$ cat config.mk
export PLATFORM = sky130hd
export DESIGN_NAME = instruction_fetch_unit
export DESIGN_NICKNAME = d
export VERILOG_FILES = /design/src/rtl/cpu_pkg.sv /design/src/rtl/instruction_fetch_unit_buffer.sv /design/src/rtl/instruction_fetch_unit.sv
export SDC_FILE = /design/constraint.sdc
export NUM_CORES = 1
export LEC_CHECK = 0
export CAP_MARGIN = 20
export CORE_AREA = 2 2 100 102
export CTS_BUF_LIST = sky130_fd_sc_hd__clkbuf_8
export DETAILED_ROUTE_END_ITERATION = 10
export DIE_AREA = 0 0 102 104
export MAX_ROUTING_LAYER = met4
export PLACE_DENSITY = 0.77
export SETUP_SLACK_MARGIN = 0.02
export SYNTH_ARGS = -nofsm -noshare
export SYNTH_HDL_FRONTEND = slang
export SYNTH_HIERARCHICAL = 1
export SYNTH_SLANG_ARGS = --single-unit
$ cat constraint.sdc
create_clock -name clock -period 2.7 [get_ports clock]
set_input_delay 0.27 -clock clock [delete_from_list [all_inputs] [get_ports clock]]
set_output_delay 0.27 -clock clock [all_outputs]
set_load 0.01 [all_outputs]
$ cat src/rtl/cpu_pkg.sv
// Shared CPU definitions: datapath widths, reset PC and the fetch-state encoding.
// The control unit imports the same widths.
package cpu_pkg;

    localparam int ADDR_W  = 11;
    localparam int INSTR_W = 18;
    localparam logic [ADDR_W-1:0] RESET_PC = 11'd0;

    typedef enum logic [1:0] {
        S_IDLE    = 2'd0,
        S_BUSY    = 2'd1,
        S_DISCARD = 2'd2
    } fetch_state_e;

endpackage

$ cat src/rtl/instruction_fetch_unit_buffer.sv
// Prefetch FIFO of {instruction, pc} pairs; flush empties it and overrides push/pop.
module fetch_buffer
    import cpu_pkg::*;
#(
    parameter int DEPTH = 2
) (
    input  logic                     clock,
    input  logic                     clear,
    input  logic                     flush,
    input  logic                     push,
    input  logic [INSTR_W-1:0]       push_instr,
    input  logic [ADDR_W-1:0]        push_pc,
    input  logic                     pop,
    output logic [$clog2(DEPTH):0]   count,
    output logic [INSTR_W-1:0]       head_instr,
    output logic [ADDR_W-1:0]        head_pc
);

    localparam int PTR_W = $clog2(DEPTH);
    localparam int CNT_W = PTR_W + 1;

    logic [INSTR_W-1:0] instr_mem_r [DEPTH];
    logic [ADDR_W-1:0]  pc_mem_r    [DEPTH];
    logic [PTR_W-1:0]   rd_ptr_r;
    logic [PTR_W-1:0]   wr_ptr_r;
    logic [CNT_W-1:0]   count_r;

    // Pointer, occupancy and storage update; power-of-two depth lets pointers wrap freely.
    always_ff @(posedge clock) begin
        if (clear) begin
            rd_ptr_r <= {PTR_W{1'b0}};
            wr_ptr_r <= {PTR_W{1'b0}};
            count_r  <= {CNT_W{1'b0}};
            for (int i = 0; i < DEPTH; i++) begin
                instr_mem_r[i] <= {INSTR_W{1'b0}};
                pc_mem_r[i]    <= {ADDR_W{1'b0}};
            end
        end else if (flush) begin
            rd_ptr_r <= {PTR_W{1'b0}};
            wr_ptr_r <= {PTR_W{1'b0}};
            count_r  <= {CNT_W{1'b0}};
        end else begin
            if (push) begin
                instr_mem_r[wr_ptr_r] <= push_instr;
                pc_mem_r[wr_ptr_r]    <= push_pc;
                wr_ptr_r              <= wr_ptr_r + PTR_W'(1);
            end
            if (pop) begin
                rd_ptr_r <= rd_ptr_r + PTR_W'(1);
            end
            case ({push, pop})
                2'b10:   count_r <= count_r + CNT_W'(1);
                2'b01:   count_r <= count_r - CNT_W'(1);
                default: count_r <= count_r;
            endcase
        end
    end

    assign count      = count_r;
    assign head_instr = instr_mem_r[rd_ptr_r];
    assign head_pc    = pc_mem_r[rd_ptr_r];

endmodule

$ cat src/rtl/instruction_fetch_unit.sv
// Instruction fetch: owns the PC, issues instruction-memory reads and prefetches into a
// small buffer consumed by the control unit; a jump redirects and flushes.
module instruction_fetch_unit
    import cpu_pkg::*;
#(
    parameter int DEPTH = 2
) (
    input  logic               clock,
    input  logic               clear,
    input  logic               fetch,
    input  logic               jump_en,
    input  logic [ADDR_W-1:0]  jump_addr,
    output logic [INSTR_W-1:0] instruction,
    output logic [ADDR_W-1:0]  instr_pc,
    output logic               instr_valid,
    output logic               imem_req,
    output logic [ADDR_W-1:0]  imem_addr,
    input  logic               imem_ack,
    input  logic [INSTR_W-1:0] imem_rdata
);

    localparam int CNT_W = $clog2(DEPTH) + 1;

    fetch_state_e       in_flight_ok_r;
    logic [ADDR_W-1:0]  fetch_pc_r;
    logic [ADDR_W-1:0]  imem_addr_r;
    logic               imem_req_r;

    logic [CNT_W-1:0]   count_s;
    logic [CNT_W-1:0]   space_s;
    logic [INSTR_W-1:0] head_instr_s;
    logic [ADDR_W-1:0]  head_pc_s;
    logic               valid_s;
    logic               pop_s;
    logic               push_s;

    assign valid_s = (count_s != {CNT_W{1'b0}});
    assign pop_s   = fetch & valid_s & ~jump_en;
    assign push_s  = (in_flight_ok_r == S_BUSY) & imem_ack & ~jump_en;
    assign space_s = CNT_W'(DEPTH) - count_s + {{(CNT_W-1){1'b0}}, pop_s};

    fetch_buffer #(.DEPTH(DEPTH)) u_buffer (
        .clock      (clock),
        .clear      (clear),
        .flush      (jump_en),
        .push       (push_s),
        .push_instr (imem_rdata),
        .push_pc    (imem_addr_r),
        .pop        (pop_s),
        .count      (count_s),
        .head_instr (head_instr_s),
        .head_pc    (head_pc_s)
    );

    // Fetch FSM: request issue, back-to-back continuation, and discard of redirected reads.
    always_ff @(posedge clock) begin
        if (clear) begin
            in_flight_ok_r <= S_IDLE;
            imem_req_r     <= 1'b0;
            imem_addr_r    <= RESET_PC;
            fetch_pc_r     <= RESET_PC;
        end else begin
            case (in_flight_ok_r)
                S_IDLE: begin
                    if (jump_en) begin
                        fetch_pc_r <= jump_addr;
                    end else if (space_s != {CNT_W{1'b0}}) begin
                        imem_req_r     <= 1'b1;
                        imem_addr_r    <= fetch_pc_r;
                        in_flight_ok_r <= S_BUSY;
                    end else begin
                        imem_req_r <= 1'b0;
                    end
                end
                S_BUSY: begin
                    if (imem_ack && jump_en) begin
                        fetch_pc_r     <= jump_addr;
                        imem_req_r     <= 1'b0;
                        in_flight_ok_r <= S_IDLE;
                    end else if (imem_ack) begin
                        fetch_pc_r <= imem_addr_r + ADDR_W'(1);
                        // Room left after this push means the next read can go out at once.
                        if (space_s > CNT_W'(1)) begin
                            imem_addr_r <= imem_addr_r + ADDR_W'(1);
                        end else begin
                            imem_req_r     <= 1'b0;
                            in_flight_ok_r <= S_IDLE;
                        end
                    end else if (jump_en) begin
                        fetch_pc_r     <= jump_addr;
                        in_flight_ok_r <= S_DISCARD;
                    end else begin
                        imem_req_r <= 1'b1;
                    end
                end
                S_DISCARD: begin
                    if (jump_en) begin
                        fetch_pc_r <= jump_addr;
                    end
                    if (imem_ack) begin
                        imem_req_r     <= 1'b0;
                        in_flight_ok_r <= S_IDLE;
                    end
                end
                default: begin
                    imem_req_r     <= 1'b0;
                    in_flight_ok_r <= S_IDLE;
                end
            endcase
        end
    end

    // Head presentation: zeros while the buffer is empty.
    always_comb begin
        if (valid_s) begin
            instruction = head_instr_s;
            instr_pc    = head_pc_s;
        end else begin
            instruction = {INSTR_W{1'b0}};
            instr_pc    = {ADDR_W{1'b0}};
        end
    end

    assign instr_valid = valid_s;
    assign imem_req    = imem_req_r;
    assign imem_addr   = imem_addr_r;

endmodule

# Word-level counts from Yosys, hierarchy flattened
# Memory sizes are Yosys's and may differ from the RTL's. A register that Yosys moved wholly into a read port is not among the register bits.
# Index checks and enable logic that the tools add are counted.
op_classes:
  n_addsub: 7
  bitwise: 5
  n_lt_le_gt_ge: 1
  eq_ne: 13
  reduce_logical: 14
  mux: 45
ops:
  columns: ["cell", "count"]
  rows:
  - ["two-way mux 11 bit", 10]
  - ["one-hot mux 11 bit (2 select lines)", 2]
  - ["two-way mux 18 bit", 2]
  - ["two-way mux 1 bit", 21]
  - ["OR reduction 18 bit", 1]
  - ["two-way mux 2 bit", 7]
  - ["adder 11 x 1 -> 11 bit (second input constant)", 1]
  - ["OR reduction 11 bit", 1]
  - ["inequality test 2 bit (second input constant)", 5]
  - ["nonzero test 2 bit", 5]
  - ["inequality test 4 x 3 -> 1 bit (second input constant)", 2]
  - ["one-hot mux 2 bit (3 select lines)", 1]
  - ["AND reduction 6 bit", 1]
  - ["AND reduction 5 bit", 1]
  - ["bitwise AND 1 bit", 4]
  - ["equality test 2 x 1 -> 1 bit (second input constant)", 2]
  - ["equality test 2 bit (second input constant)", 2]
  - ["inequality test 4 bit (second input constant)", 1]
  - ["one-hot mux 2 bit (2 select lines)", 1]
  - ["AND reduction 4 bit", 1]
  - ["OR reduction 2 bit", 2]
  - ["one-hot mux 1 bit (3 select lines)", 1]
  - ["adder 1 bit (second input constant)", 2]
  - ["adder 2 x 1 -> 2 bit", 1]
  - ["other kinds (8)", 8]
word_totals:
  wordCells: 94
  n_memories: 2
  register_bits: 29
  output_inout_bits: 42
  mem_bits_rw: 58
  input_bits: 34
mem_list:
  columns: ["memory", "words", "word_bits", "rd", "rd_ports_with_merged_regs", "wr", "line", "text"]
  rows:
  - ["u_buffer.instr_mem_r", 2, 18, 1, 1, 2, "instruction_fetch_unit_buffer.sv:22", "logic [INSTR_W-1:0] instr_mem_r [DEPTH];"]
  - ["u_buffer.pc_mem_r", 2, 11, 1, 1, 2, "instruction_fetch_unit_buffer.sv:23", "logic [ADDR_W-1:0] pc_mem_r [DEPTH];"]

# Depth between registers and ports, before layout
logic_depth:
  ltp_word: 9
  mapped_depth: 10
  depth_no_buf: 7

# By module
# Netlist, hierarchy kept.
modules_own_cells:
  columns: ["mod", "n_inst", "area_per_inst_um2", "cells_per_inst", "seq_area_each_um2"]
  rows:
  - ["fetch_buffer", 1, 2750.1, 184, 1841.8]
  - ["instruction_fetch_unit", 1, 1939.4, 263, 500.5]

# Worst setup path before layout
# No wires, ideal clock.
synth_path:
  path_type: "reg2reg"
  start: "reg in_flight_ok_r[0]"
  end: "mem u_buffer.instr_mem_r[0][0] (enable)"
  setup_ns: 0.385
  period_less_slack_ns: 2.650
  arrival_ns: 2.265
  required_time_ns: 2.315
  path_stages_with_launch: 9
  setup_slack_ns: 0.050
  n_path_buf: 3
  path_cell_list: "dfxtp_1 -> clkbuf_1 -> nand2b_1 -> clkbuf_1 -> nor2_1 -> inv_1 -> nor2_2 -> clkbuf_1 -> a21o_1"
synth_lines:
  columns: ["element", "line", "text"]
  rows:
  - ["from (decl)", "instruction_fetch_unit.sv:24", "fetch_state_e in_flight_ok_r;"]
  - ["from (signal assigned)", "instruction_fetch_unit.sv:58", "in_flight_ok_r <= S_IDLE;"]
  - ["from (signal assigned)", "instruction_fetch_unit.sv:70", "in_flight_ok_r <= S_BUSY;"]
  - ["from (signal assigned)", "instruction_fetch_unit.sv:79", "in_flight_ok_r <= S_IDLE;"]
  - ["to (decl)", "instruction_fetch_unit_buffer.sv:22", null]

# Worst setup path in the final report
layout_path:
  start: "reg u_buffer.count_r[0], in the netlist u_buffer/count[0]"
  end: "reg imem_addr_r[2], in the netlist imem_addr[2]"
layout_via:
  elab_chain_cells: 7
  word_cells_on_any_way: 10
  cone_classes: "add/sub: 2; order compare: 1; eq/ne: 2; bitwise: 2; reduce/logical: 3"
layout_rtl:
  columns: ["element", "line", "text"]
  rows:
  - ["from (decl)", "instruction_fetch_unit_buffer.sv:26", "logic [CNT_W-1:0] count_r;"]
  - ["from (signal assigned)", "instruction_fetch_unit_buffer.sv:33", "count_r <= {CNT_W{1'b0}};"]
  - ["from (signal assigned)", "instruction_fetch_unit_buffer.sv:41", "count_r <= {CNT_W{1'b0}};"]
  - ["from (signal assigned)", "instruction_fetch_unit_buffer.sv:52", "2'b10: count_r <= count_r + CNT_W'(1);"]
  - ["nonzero test 2 bit", "instruction_fetch_unit.sv:37", "assign valid_s = (count_s != {CNT_W{1'b0}});"]
  - ["bitwise AND 1 bit (2 in series)", "instruction_fetch_unit.sv:38", "assign pop_s = fetch & valid_s & ~jump_en;"]
  - ["adder 2 x 1 -> 2 bit *", "instruction_fetch_unit.sv:40", "assign space_s = CNT_W'(DEPTH) - count_s + {{(CNT_W-1){1'b0}}, pop_s};"]
  - ["> comparator 2 x 1 -> 1 bit / nonzero test 2 bit (equally long branches)", "instruction_fetch_unit.sv:83, instruction_fetch_unit.sv:67", null]
  - ["inequality test 2 x 1 -> 1 bit (no source line) / inequality test 2 bit (equally long branches)", null, null]
  - ["AND reduction 6 bit (no source line) *", null, null]
  - ["to (signal assigned)", "instruction_fetch_unit.sv:69", "imem_addr_r <= fetch_pc_r;"]
  - ["to (signal assigned)", "instruction_fetch_unit.sv:84", "imem_addr_r <= imem_addr_r + ADDR_W'(1);"]
  - ["to (decl)", "instruction_fetch_unit.sv:26", "logic [ADDR_W-1:0] imem_addr_r;"]
# Every way passes the cells marked *; elsewhere a longest branch is shown, timed or not.
# A chain may end at the register's enable or synchronous reset.

==> flow_summary_export.csv <==
group,metric,value,unit
power,p_sw,0.746,mW
cts,root_buffer,"clkbuf_8",
hold_path,whs_endpoint,"imem_req",
cts,clock_sinks,88,
cts,numCtsBuffers,9,
sta,fin_hold_ws,465,ps
sta,setup-tns-final,0,ps
setup_path,r2r_slack,330,ps
setup_path,worst_r2r_startpoint,"u_buffer/count[0]",
cells_and_area,fin_nets,551,
cells_and_area,stdcell_area,0.00578,mm^2
power,powerDensity,495,mW/mm^2
hold_path,min_path_cells,2,
setup_path,crit_type,"register to register",
power,peakVddDrop,0.269,mV
cells_and_area,diodes,0,
grt,overflow,0,
cts,cts.clk_slew.worst_paths,90,ps
die,core,0.00955,mm^2
sta,layout_setup_ws,325,ps
synth,seq_area_frac_synth,49.9,%
setup_path,r2r-end,"imem_addr[2]",
flow_run,drv_cap,0,
cts,cts_tree,"done",
drt,vias,3873,
drt,ant_nets,0,
power,pwr-share-seq,54.3,%
grt,grt_max_degree,60,
sta,hold_violations,0,
cts,postCtsResizedCells,0,
synth,syn_area,0.00469,mm^2
cells_and_area,area_delta_synth_final,23.3,%
die,dieWidth,102,um
sta,relSlewSlack,35.1,%
sta,setup_violations,0,
setup_path,end_kind,"register",
cts,htreeDepth,3,
setup_path,setup.worst_path.start_class,"register",
synth,yosys_warnings,6,
setup_path,rr_worst_depth,7,
cells_and_area,ff_latch_area,0.00234,mm^2
sta,rsz0062_at_grt,"no",
drt,post_drt_wl_per_cell,17.4,um
die,die_h,104,um
drt,viasPerCell,5.94,
drt,dr.pass1.iters,5,
power,clkPwrFrac,31.9,%
placed_design,port_buffers,75,
grt,track_usage,22.1,%
sta,fin_crit,2370,ps
power,swShare,26.1,%
cts,cts_setup_buffers,0,
grt,antenna_found_initial,0,
synth,netlist_instances,447,
setup_path,cp.required,2970,ps
power,p_comb_share,13.8,%
sta,fmax,421,MHz
setup_path,crit_start,"u_buffer/count[0]",
synth,synth_edf_count,58,
sta,finalMaxSlewViolations,0,
synth,syn_area_per_cell,10.5,um^2
cts,cts.path.max_buffers,2,
cells_and_area,layout_commonest_cell,"clkdlybuf4s50_1",
drt,drtIter0Drc,351,
synth,syn_nets,484,
sta,skew,11.4,ps
cells_and_area,multi_input_area,0.00213,mm^2
sta,min_period_over_period,88.0,%
die,initial_core_util,49.1,%
synth,ys_seq_elements,88,
grt,met1_usage,29.4,%
sta,worst_slew_pin_slew,972,ps
grt,grt_first_pass_wirelength,18200,um
run_status,status,"finished clean",
drt,drc,0,
hold_path,hold_class,"register to register",
setup_path,cp.arrival,2640,ps
grt,grt_pass1_vias,3600,
cells_and_area,final_cell_mix,"clkdlybuf4s50_1 (75), edfxtp_1 (58), and3_1 (56)",
hold_path,hp-start,"imem_req",
cells_and_area,drive_gt1_share,13.5,%
power,p_int,2.11,mW
die,dieArea,0.0106,mm^2
drt,wirelength,11300,um
placed_design,hpwlAfterDp,7480,um
setup_path,critPathMaxFanout,10,
power,power.leakage,2.30,nW
synth,synth_cell_type_count,60,
placed_design,gp_congestion,0.888,
cells_and_area,nFillCells,814,
grt,grt_use_met2,34.6,%
cts,insertion_delay,360,ps
placed_design,placed_cell_area,0.00559,mm^2
grt,grt-busiest-layer,"met2",
die,pin_count,76,
power,fin_total_pwr,2.86,mW
grt,grt_util_met3,4.03,%
synth,synthArstFlopShare,0,%
synth,synthFlopType,"edfxtp_1",
die,rows,36,
placed_design,dp_worst_setup_slack,202,ps
cts,hold_buffers,0,
==> how the worst max path moves through the flow <==
stage / endpoint / slack [ps]
2_1_floorplan: u_buffer/instr_mem_r[0][0] / 50
3_3_place_gp: imem_addr[7] / 290
3_5_place_dp: imem_addr[2] / 200
4_1_cts: instr_pc[1] / 340
5_1_grt: imem_addr[9] / 180
6_report: imem_addr[2] / 330
==> power groups by stage <==
stage	Sequential [mW]	Clock, mW	Combinational [mW]
final	1.55	0.914	0.394
after global routing	1.56	0.984	0.426
after CTS	1.55	0.927	0.391
after detailed placement	1.58	0	0.389
after global placement	1.58	0	0.379
after floorplan	1.57	0	0.225
==> cell families (layout without fill, tap and decap cells) <==
kind of cell	count (synthesis)	in the layout	synth area share [%]
and+or+nand+nor	180	180	22.0
AOI/OAI and AO/OA	88	88	13.2
DFF	88	88	49.9
buffers and inverters	47	119	4.62
muxes	33	33	7.82
xor gates and xnor gates	8	8	1.65
adders and majority gates	3	3	0.801
==> area by class of cell <==
class | count | area share [%]
multi-input combinational | 312 | 36.8
inverter | 10 | 0.649
timing repair buffer | 93 | 15.7
tap | 133 | 2.88
sequential | 88 | 40.5
clock inverter | 7 | 1.25
clock buffer | 9 | 2.14
==> metal layers <==
layer  part of all wire [%]  routed length, um  up-vias
met5                      0                  0        -
met4                    1.2                131        0
met3                    7.8                887       14
met2                     48               5490      182
met1                     43               4820     1874
li1                       -                  -     1803
==> registers in the layout, indices dropped and copies added (netlist names), named ones only <==
register              count
fetch_pc_r               11
imem_addr                11
imem_req                  1
in_flight_ok_r            2
u_buffer/count            2
u_buffer/instr_mem_r     36
u_buffer/pc_mem_r        22
u_buffer/rd_ptr_r         1
u_buffer/wr_ptr_r         1
==> stage by stage <==
step,std cells,utilization [%]
after floorplan,447,-
after global placement,636,58.5
after detailed placement,636,58.5
after CTS,652,60.6
after global routing,652,60.6
final,652,60.6
==> worst max-delay path, cell delays in order, from the launching register on <==
cell and delay (ps):
dfxtp_1 360, or2_2 330, nand3b_1 120, ha_1 210
xor2_2 180, a2111oi_4 570, nor2_1 210, o32ai_1 300
==> cell usage after synthesis, types with 3 or more instances <==
master	n	area share [%]
o221ai_1	5	0.93
xnor2_1	5	0.93
dfxtp_1	30	13
inv_1	10	0.80
nor3_1	16	1.7
ha_1	3	0.80
mux2i_1	4	0.85
a221oi_1	3	0.56
or3_1	3	0.40
a21o_1	6	0.96
edfxtp_1	58	37
clkbuf_1	22	1.8
o21a_1	3	0.48
nand4_1	7	0.93
buf_6	4	0.96
mux2_2	29	7.0
nand3_1	5	0.53
o21ai_0	13	1.4
o22ai_1	6	0.80
buf_2	7	0.75
and3_1	56	7.5
nor2_1	15	1.2
and2_1	32	4.3
a21oi_1	22	2.3
nand2_1	21	1.7
o31ai_1	3	0.48
o32ai_1	5	0.93
buf_1	3	0.24
nand2b_1	9	1.2
nor4_1	3	0.40
(Power assumes the default switching activity.)
